--- src/rtl/stack_cpu_ctrl_pkg.sv ---
// Shared definitions for the stack-machine controller: opcodes, ALU encodings
// and the controller state type. Optional STACK_CPU_CTRL_STEP_EN adds HALT.
package stack_cpu_pkg;

  localparam logic [2:0] OP_ADD  = 3'b000;
  localparam logic [2:0] OP_SUB  = 3'b001;
  localparam logic [2:0] OP_AND  = 3'b010;
  localparam logic [2:0] OP_NOT  = 3'b011;
  localparam logic [2:0] OP_PUSH = 3'b100;
  localparam logic [2:0] OP_POP  = 3'b101;
  localparam logic [2:0] OP_JMP  = 3'b110;
  localparam logic [2:0] OP_JZ   = 3'b111;

  localparam logic [1:0] ALU_ADD = 2'b00;
  localparam logic [1:0] ALU_SUB = 2'b01;
  localparam logic [1:0] ALU_AND = 2'b10;
  localparam logic [1:0] ALU_NOT = 2'b11;

  typedef enum logic [3:0] {
    S_FETCH  = 4'd0,
    S_PCINC  = 4'd1,
    S_DECODE = 4'd2,
    S_POPA2  = 4'd3,
    S_POPB   = 4'd4,
    S_POPA1  = 4'd5,
    S_EXEC   = 4'd6,
    S_ALUWB  = 4'd7,
    S_MEMRD  = 4'd8,
    S_PUSHWB = 4'd9,
    S_POPW   = 4'd10,
    S_MEMWR  = 4'd11,
    S_JUMP   = 4'd12,
    S_POPZ   = 4'd13,
`ifdef STACK_CPU_CTRL_STEP_EN
    S_JZCHK  = 4'd14,
    S_HALT   = 4'd15
`else
    S_JZCHK  = 4'd14
`endif
  } ctrl_state_t;

endpackage

--- src/rtl/stack_cpu_ctrl_if.sv ---
// Controller <-> datapath bundle: opcode/zero in, strobes and selects out.
// master = controller, slave = datapath. STACK_CPU_CTRL_STEP_EN adds step/halted.
interface stack_cpu_ctrl_if;
  logic [2:0] inst;
  logic       zero;
  logic       ld_IR;
  logic       PCorIR;
  logic       push;
  logic       pop;
  logic       MEMorALU;
  logic       ldA;
  logic       ldB;
  logic       PCup;
  logic       PCwrite;
  logic       J;
  logic       JZ;
  logic       write_enable;
  logic [1:0] ALUop;
`ifdef STACK_CPU_CTRL_STEP_EN
  logic       step;
  logic       halted;
`endif

  modport master (
`ifdef STACK_CPU_CTRL_STEP_EN
    input  step,
    output halted,
`endif
    input  inst, zero,
    output ld_IR, PCorIR, push, pop, MEMorALU,
    output ldA, ldB, PCup, PCwrite, J, JZ,
    output write_enable, ALUop
  );

  modport slave (
`ifdef STACK_CPU_CTRL_STEP_EN
    output step,
    input  halted,
`endif
    output inst, zero,
    input  ld_IR, PCorIR, push, pop, MEMorALU,
    input  ldA, ldB, PCup, PCwrite, J, JZ,
    input  write_enable, ALUop
  );
endinterface

--- src/rtl/stack_cpu_ctrl.sv ---
// Multicycle Moore controller for the 8-bit stack datapath (clk, rst, bus).
// Optional STACK_CPU_CTRL_STEP_EN: single-step via bus.step / bus.halted.
module stack_cpu_ctrl
  import stack_cpu_pkg::*;
#(
  parameter int MEM_WAIT = 0
) (
  input  logic             clk,
  input  logic             rst,
  stack_cpu_ctrl_if.master bus
);

  localparam logic [2:0] WAIT_N = 3'(MEM_WAIT);

`ifdef STACK_CPU_CTRL_STEP_EN
  localparam ctrl_state_t RST_ST  = S_HALT;
  localparam ctrl_state_t DONE_ST = S_HALT;
`else
  localparam ctrl_state_t RST_ST  = S_FETCH;
  localparam ctrl_state_t DONE_ST = S_FETCH;
`endif

  ctrl_state_t state, state_nx;
  logic [2:0]  cnt, cnt_nx;

  always_ff @(posedge clk or posedge rst) begin
    if (rst) begin
      state <= RST_ST;
      cnt   <= '0;
    end else begin
      state <= state_nx;
      cnt   <= cnt_nx;
    end
  end

  always_comb begin
    state_nx         = S_FETCH;
    cnt_nx           = '0;
    bus.ld_IR        = 1'b0;
    bus.PCorIR       = 1'b0;
    bus.push         = 1'b0;
    bus.pop          = 1'b0;
    bus.MEMorALU     = 1'b0;
    bus.ldA          = 1'b0;
    bus.ldB          = 1'b0;
    bus.PCup         = 1'b0;
    bus.PCwrite      = 1'b0;
    bus.J            = 1'b0;
    bus.JZ           = 1'b0;
    bus.write_enable = 1'b0;
    bus.ALUop        = ALU_ADD;
`ifdef STACK_CPU_CTRL_STEP_EN
    bus.halted       = 1'b0;
`endif
    case (state)
      S_FETCH: begin
        bus.ld_IR = 1'b1;
        bus.PCup  = 1'b1;
        // Counter only runs while memory is slow; cleared on exit.
        if (cnt == WAIT_N) begin
          state_nx = S_PCINC;
        end else begin
          state_nx = S_FETCH;
          cnt_nx   = cnt + 3'd1;
        end
      end
      S_PCINC: begin
        bus.PCwrite = 1'b1;
        state_nx    = S_DECODE;
      end
      S_DECODE: begin
        case (bus.inst)
          OP_ADD, OP_SUB, OP_AND: state_nx = S_POPA2;
          OP_NOT:  state_nx = S_POPA1;
          OP_PUSH: state_nx = S_MEMRD;
          OP_POP:  state_nx = S_POPW;
          OP_JMP:  state_nx = S_JUMP;
          default: state_nx = S_POPZ;
        endcase
      end
      S_POPA2: begin
        bus.pop  = 1'b1;
        bus.ldA  = 1'b1;
        state_nx = S_POPB;
      end
      S_POPB: begin
        bus.pop  = 1'b1;
        bus.ldB  = 1'b1;
        state_nx = S_EXEC;
      end
      S_POPA1: begin
        bus.pop  = 1'b1;
        bus.ldA  = 1'b1;
        state_nx = S_EXEC;
      end
      S_EXEC: begin
        bus.ALUop = bus.inst[1:0];
        state_nx  = S_ALUWB;
      end
      S_ALUWB: begin
        bus.ALUop    = bus.inst[1:0];
        bus.MEMorALU = 1'b1;
        bus.push     = 1'b1;
        state_nx     = DONE_ST;
      end
      S_MEMRD: begin
        bus.PCorIR = 1'b1;
        if (cnt == WAIT_N) begin
          state_nx = S_PUSHWB;
        end else begin
          state_nx = S_MEMRD;
          cnt_nx   = cnt + 3'd1;
        end
      end
      S_PUSHWB: begin
        bus.push = 1'b1;
        state_nx = DONE_ST;
      end
      S_POPW: begin
        bus.pop  = 1'b1;
        bus.ldA  = 1'b1;
        state_nx = S_MEMWR;
      end
      S_MEMWR: begin
        bus.PCorIR       = 1'b1;
        bus.write_enable = 1'b1;
        state_nx         = DONE_ST;
      end
      S_JUMP: begin
        bus.J       = 1'b1;
        bus.PCwrite = 1'b1;
        state_nx    = DONE_ST;
      end
      S_POPZ: begin
        bus.pop  = 1'b1;
        bus.ldA  = 1'b1;
        state_nx = S_JZCHK;
      end
      S_JZCHK: begin
        bus.JZ      = 1'b1;
        bus.PCwrite = bus.zero;
        state_nx    = DONE_ST;
      end
`ifdef STACK_CPU_CTRL_STEP_EN
      S_HALT: begin
        bus.halted = 1'b1;
        state_nx   = bus.step ? S_FETCH : S_HALT;
      end
`endif
      default: state_nx = S_FETCH;
    endcase
  end

endmodule

--- src/flat_wrapper.sv ---
// flat-port wrapper written by rule: the top's interface ports become plain ports
module stack_cpu_ctrl_flat import stack_cpu_pkg::*;
#(
  parameter int MEM_WAIT = 0
)
  (clk, rst, bus_inst, bus_zero, bus_ld_IR, bus_PCorIR, bus_push, bus_pop, bus_MEMorALU, bus_ldA, bus_ldB, bus_PCup, bus_PCwrite, bus_J, bus_JZ, bus_write_enable, bus_ALUop);
  stack_cpu_ctrl_if bus_i ();
  input  logic clk;
  input  logic rst;
  input wire logic [$bits(bus_i.inst)-1:0] bus_inst;
  input wire logic [$bits(bus_i.zero)-1:0] bus_zero;
  output wire logic [$bits(bus_i.ld_IR)-1:0] bus_ld_IR;
  output wire logic [$bits(bus_i.PCorIR)-1:0] bus_PCorIR;
  output wire logic [$bits(bus_i.push)-1:0] bus_push;
  output wire logic [$bits(bus_i.pop)-1:0] bus_pop;
  output wire logic [$bits(bus_i.MEMorALU)-1:0] bus_MEMorALU;
  output wire logic [$bits(bus_i.ldA)-1:0] bus_ldA;
  output wire logic [$bits(bus_i.ldB)-1:0] bus_ldB;
  output wire logic [$bits(bus_i.PCup)-1:0] bus_PCup;
  output wire logic [$bits(bus_i.PCwrite)-1:0] bus_PCwrite;
  output wire logic [$bits(bus_i.J)-1:0] bus_J;
  output wire logic [$bits(bus_i.JZ)-1:0] bus_JZ;
  output wire logic [$bits(bus_i.write_enable)-1:0] bus_write_enable;
  output wire logic [$bits(bus_i.ALUop)-1:0] bus_ALUop;
  assign bus_i.inst = bus_inst;
  assign bus_i.zero = bus_zero;
  assign bus_ld_IR = bus_i.ld_IR;
  assign bus_PCorIR = bus_i.PCorIR;
  assign bus_push = bus_i.push;
  assign bus_pop = bus_i.pop;
  assign bus_MEMorALU = bus_i.MEMorALU;
  assign bus_ldA = bus_i.ldA;
  assign bus_ldB = bus_i.ldB;
  assign bus_PCup = bus_i.PCup;
  assign bus_PCwrite = bus_i.PCwrite;
  assign bus_J = bus_i.J;
  assign bus_JZ = bus_i.JZ;
  assign bus_write_enable = bus_i.write_enable;
  assign bus_ALUop = bus_i.ALUop;
  stack_cpu_ctrl #(.MEM_WAIT(MEM_WAIT)) u_core (.clk(clk), .rst(rst), .bus(bus_i));
endmodule
--- config.mk ---
export PLATFORM = sky130hd
export DESIGN_NAME = stack_cpu_ctrl_flat
export DESIGN_NICKNAME = d
export VERILOG_FILES = /design/src/rtl/stack_cpu_ctrl_pkg.sv /design/src/rtl/stack_cpu_ctrl_if.sv /design/src/rtl/stack_cpu_ctrl.sv /design/src/flat_wrapper.sv
export SDC_FILE = /design/constraint.sdc
export NUM_CORES = 1
export LEC_CHECK = 0
export BUFFER_PORTS_ARGS = -buffer_cell sky130_fd_sc_hd__buf_2
export CAP_MARGIN = 30
export CORE_AREA = 5 5 42 44
export CTS_CLUSTER_DIAMETER = 80
export DETAILED_ROUTE_END_ITERATION = 7
export DIE_AREA = 0 0 47 49
export HOLD_SLACK_MARGIN = 0.05
export PLACE_DENSITY = 0.7
export SLEW_MARGIN = 15
export SYNTH_ARGS = -nofsm -noshare
export SYNTH_HDL_FRONTEND = slang
export SYNTH_SLANG_ARGS = --single-unit
--- constraint.sdc ---
create_clock -name clk -period 1.7 [get_ports clk]
set_clock_uncertainty 0.2 [all_clocks]
set_input_delay 0.085 -clock clk [delete_from_list [all_inputs] [get_ports clk]]
set_output_delay 0.085 -clock clk [all_outputs]
set_load 0.02 [all_outputs]
==> PnR_summary.wiki <==
{| class="wikitable"
! Metric !! Value
|-
| Most frequent cell on the critical path || sky130_fd_sc_hd__buf_4
|-
| DRC Markers || 0
|-
| Total Nets Final || 107
|-
| Sequential group share of total power || 0.212
|-
| Nature of the critical path startpoint || flop
|-
| Synth area leaders || sky130_fd_sc_hd__dfrtp_1 31%, sky130_fd_sc_hd__ha_1 4.4%, sky130_fd_sc_hd__nor4_1 4.4%
|-
| Number of register bits inferred by synthesis || 7
|-
| Placed wire-length estimate || 1056 um
|-
| Number of enable-type register cells in the synthesized netlist || 0
|-
| Post-Syn Area per Cell || 8.298 sq um
|-
| Switching power total || 0.7888 mW
|-
| Share of flip-flops with an asynchronous set or reset after synthesis || 1.000
|-
| Global-route total usage across every layer || 0.1376
|-
| Headroom to the max-slew limit || 0.7837
|-
| Vias/cell || 5.316
|-
| Fraction of synthesized cell area taken by the top area cell type || 0.3104
|-
| Static Leakage || 0.4154 nW
|-
| Overall overflow remaining after global route || 0
|-
| H-tree Lvls || 1
|-
| Post-route cell area || 843.3 sq um
|-
| First-pass GRT wire length || 2325 um
|-
| Final estimated routing congestion in global placement || 0.8943
|-
| Sum of routed wire length over all layers || 1519 um
|-
| Commonest register cell after synthesis || sky130_fd_sc_hd__dfrtp_1
|-
| Worst endpoint required time || 1.41 ns
|-
| Number of violations reported at the end of detailed-routing iteration 0 || 8
|-
| Max stage delay on crit path || 0.47 ns
|-
| DRT antenna net count || 0
|-
| Worst EP arrival || 1.40 ns
|-
| Clk network pwr share || 0.092
|-
| Endpoint, Worst Hold || u_core.state[3]
|-
| Placed Instance Area || 695.7 sq um
|-
| Largest fanout of any net on the critical path || 7
|-
| Fraction of the yosys area taken by sequential cells || 0.3104
|-
| Launch instance of the worst register-to-register path || u_core.state[2]
|-
| Via count of the first global-routing pass || 536
|-
| Worst Hold Class || primary input to flop
|-
| Maximum number of pins on one net before global-route repair || 12
|-
| Clock tree sinks || 7
|-
| Worst VDD drop || 1.180 mV
|-
| Initial Util || 0.4027
|-
| Clock network latency to the later pin of the worst-skew pair || 0.25 ns
|-
| Power density over the cells || 1940 nW/um^2
|-
| Area enclosed by the die boundary || 2303 sq um
|-
| Average wire per standard cell || 13.32 um
|-
| Sum of internal, switching and leakage power || 1.636 mW
|-
| Post-synthesis cell area || 564.3 sq um
|-
| Internal Dissipation || 0.8475 mW
|-
| Slew at the pin closest to its max-slew limit || 0.3218 ns
|-
| Final cycle utilization of the critical path || 0.9910
|-
| Cell chain of the critical path || nand2b_4, buf_4, o221ai_1, buf_4
|-
| Layout Area Growth over Synthesis || 49.45%
|-
| Count of mapped cells out of synthesis || 68
|-
| Antenna cell count || 0
|-
| Worst hold path stage count || 3
|-
| Sw frac || 0.4821
|-
| Final worst setup slack || 0.01524 ns
|-
| Fraction of final layout cells sized beyond drive strength 1 || 0.4796
|-
| Total clock buffers created by CTS || 3
|-
| Via count || 606
|-
| Most frequently used cell type in the post-synthesis netlist || sky130_fd_sc_hd__dfrtp_1
|-
| Type of element capturing the critical path || primary output
|-
| Clock buffer depth || 2
|-
| Max-slew violation count || 0
|-
| Crit path kind || flop to primary output
|-
| Horiz. Die Dim || 47 um
|-
| Cell count of the worst reg-to-reg path || 5
|-
| Register-to-register setup slack || 0.32 ns
|-
| Synthesized netlist net count || 76
|-
| Status || finished clean
|-
| Die Ht || 49 um
|-
| Cell taking the most area after synthesis || sky130_fd_sc_hd__dfrtp_1
|-
| Clock input transition at the sequential cells of the worst setup and hold paths || 0.05 ns
|-
| Yosys warning total || 0
|-
| CORE AREA || 1401 sq um
|-
| Final hold viol count || 0
|-
| Origin of the worst min-delay path || bus_inst[2]
|-
| TNS Setup || 0 ns
|-
| Root cell of the clock tree || sky130_fd_sc_hd__clkbuf_4
|-
| # fillers || 121
|-
| Portion of total power attributed to combinational logic || 0.696
|-
| FP Rows || 14
|-
| Fmax || 593.6 MHz
|-
| Worst flop-to-flop path endpoint || u_core.state[0]
|-
| Minimum clock period || 1.685 ns
|-
| Final Setup Violations || 0
|-
| Setup slack at placement || 0.1931 ns
|-
| Max capacitance violation total || 0
|-
| Number of iterations in the first detailed-routing pass || 4
|-
| CTS tree || built
|-
| IO Port Bufs || 19
|-
| Highest-delay cell along the critical path || sky130_fd_sc_hd__dfrtp_2
|-
| Distinct cells, synth || 29
|-
| # IOs || 20
|-
| Initial antenna violation count || 0
|-
| Top cells by instance count after synthesis || 7 x sky130_fd_sc_hd__dfrtp_1, 6 x sky130_fd_sc_hd__inv_1, 6 x sky130_fd_sc_hd__nand2_1
|}
[layout make-up]
| type | count | area (sq um) | area share |
|---|---|---|---|
| clock buffer | 4 | 26.28 | 0.03116 |
| inverter | 6 | 22.52 | 0.02671 |
| multi-input combinational | 49 | 366.6 | 0.4347 |
| sequential | 7 | 180.2 | 0.2137 |
| tap | 16 | 20.02 | 0.02374 |
| timing repair buffer | 32 | 227.7 | 0.2700 |
[through the flow]
stage          hold WS (ns)  instances    util
6_report            0.07444        114  0.6018
5_1_grt              0.1082        114  0.6018
4_1_cts             0.07163        110  0.5446
3_5_place_dp        -0.1789        103  0.4964
3_3_place_gp        -0.1773        103  0.4964
2_1_floorplan       -0.3116         68       -
[worst max path at each step]
stage,start,endpoint,slack (ns),cells past startpoint
finish,u_core.state[3],bus_pop,0.02,4
global route,u_core.state[3],bus_pop,-0.02,4
CTS,u_core.state[3],bus_push,-0.03,4
detailed placement,u_core.state[1],bus_push,0.19,4
global placement,u_core.state[1],bus_push,0.22,4
floorplan,u_core.state[1],bus_ld_IR,0.13,4
[flip-flops by register name (all words and copies together) (netlist names)]
register and flops:
u_core.state 4, u_core.cnt 3
[cells in the final DEF, fill, tap and decap left out, drive strengths merged, types with 3 or more instances in the layout]
cell / instances
dlygate4sd3: 3
dfrtp: 7
nand2: 6
nor3: 3
clkbuf: 4
inv: 6
o21ai: 3
nor4: 4
buf: 29
nor3b: 3
nor2: 5
[worst max-delay path: cells and delay by family (launching register included)]
family | cells | cell delay [ns]
buffers and inverters | 2 | 0.31
AOI/OAI and AO/OA | 1 | 0.18
DFF | 1 | 0.47
and+or+nand+nor | 1 | 0.17
[metal layers]
layer  part of all wire  vias up  GRT usage
li1                   -      303          -
met1               0.40      282     0.1528
met2               0.52       16     0.2217
met3              0.049        5    0.04797
met4              0.023        0    0.06912
met5                  0        -          0
[cells by family after synthesis]
logic type | synth area share
mux | 0.05543
simple gates | 0.2771
flops | 0.3104
compound gates | 0.1951
fa+ha+maj | 0.04434
buf+inv | 0.1175
[repair_timing]
item / 4_1_cts / 5_1_grt
resized for setup: 4 / 14
setup buffers: 0 / 4
hold endpoints to repair: 8 / 0
setup endpoints to repair: 4 / 8
gates cloned: 0 / 0
pin swaps: 0 / 1
hold buffers: 3 / 0
[power by group through the flow]
| stage | sequential (mW) | clock (mW) | combinational, mW |
|---|---|---|---|
| 3_3_place_gp | 0.334 | 0 | 0.879 |
| 5_1_grt | 0.357 | 0.163 | 1.22 |
| 3_5_place_dp | 0.338 | 0 | 0.886 |
| 2_1_floorplan | 0.258 | 0 | 0.731 |
| 4_1_cts | 0.350 | 0.148 | 0.909 |
| 6_report | 0.347 | 0.151 | 1.14 |
(Power assumes the default switching activity.)
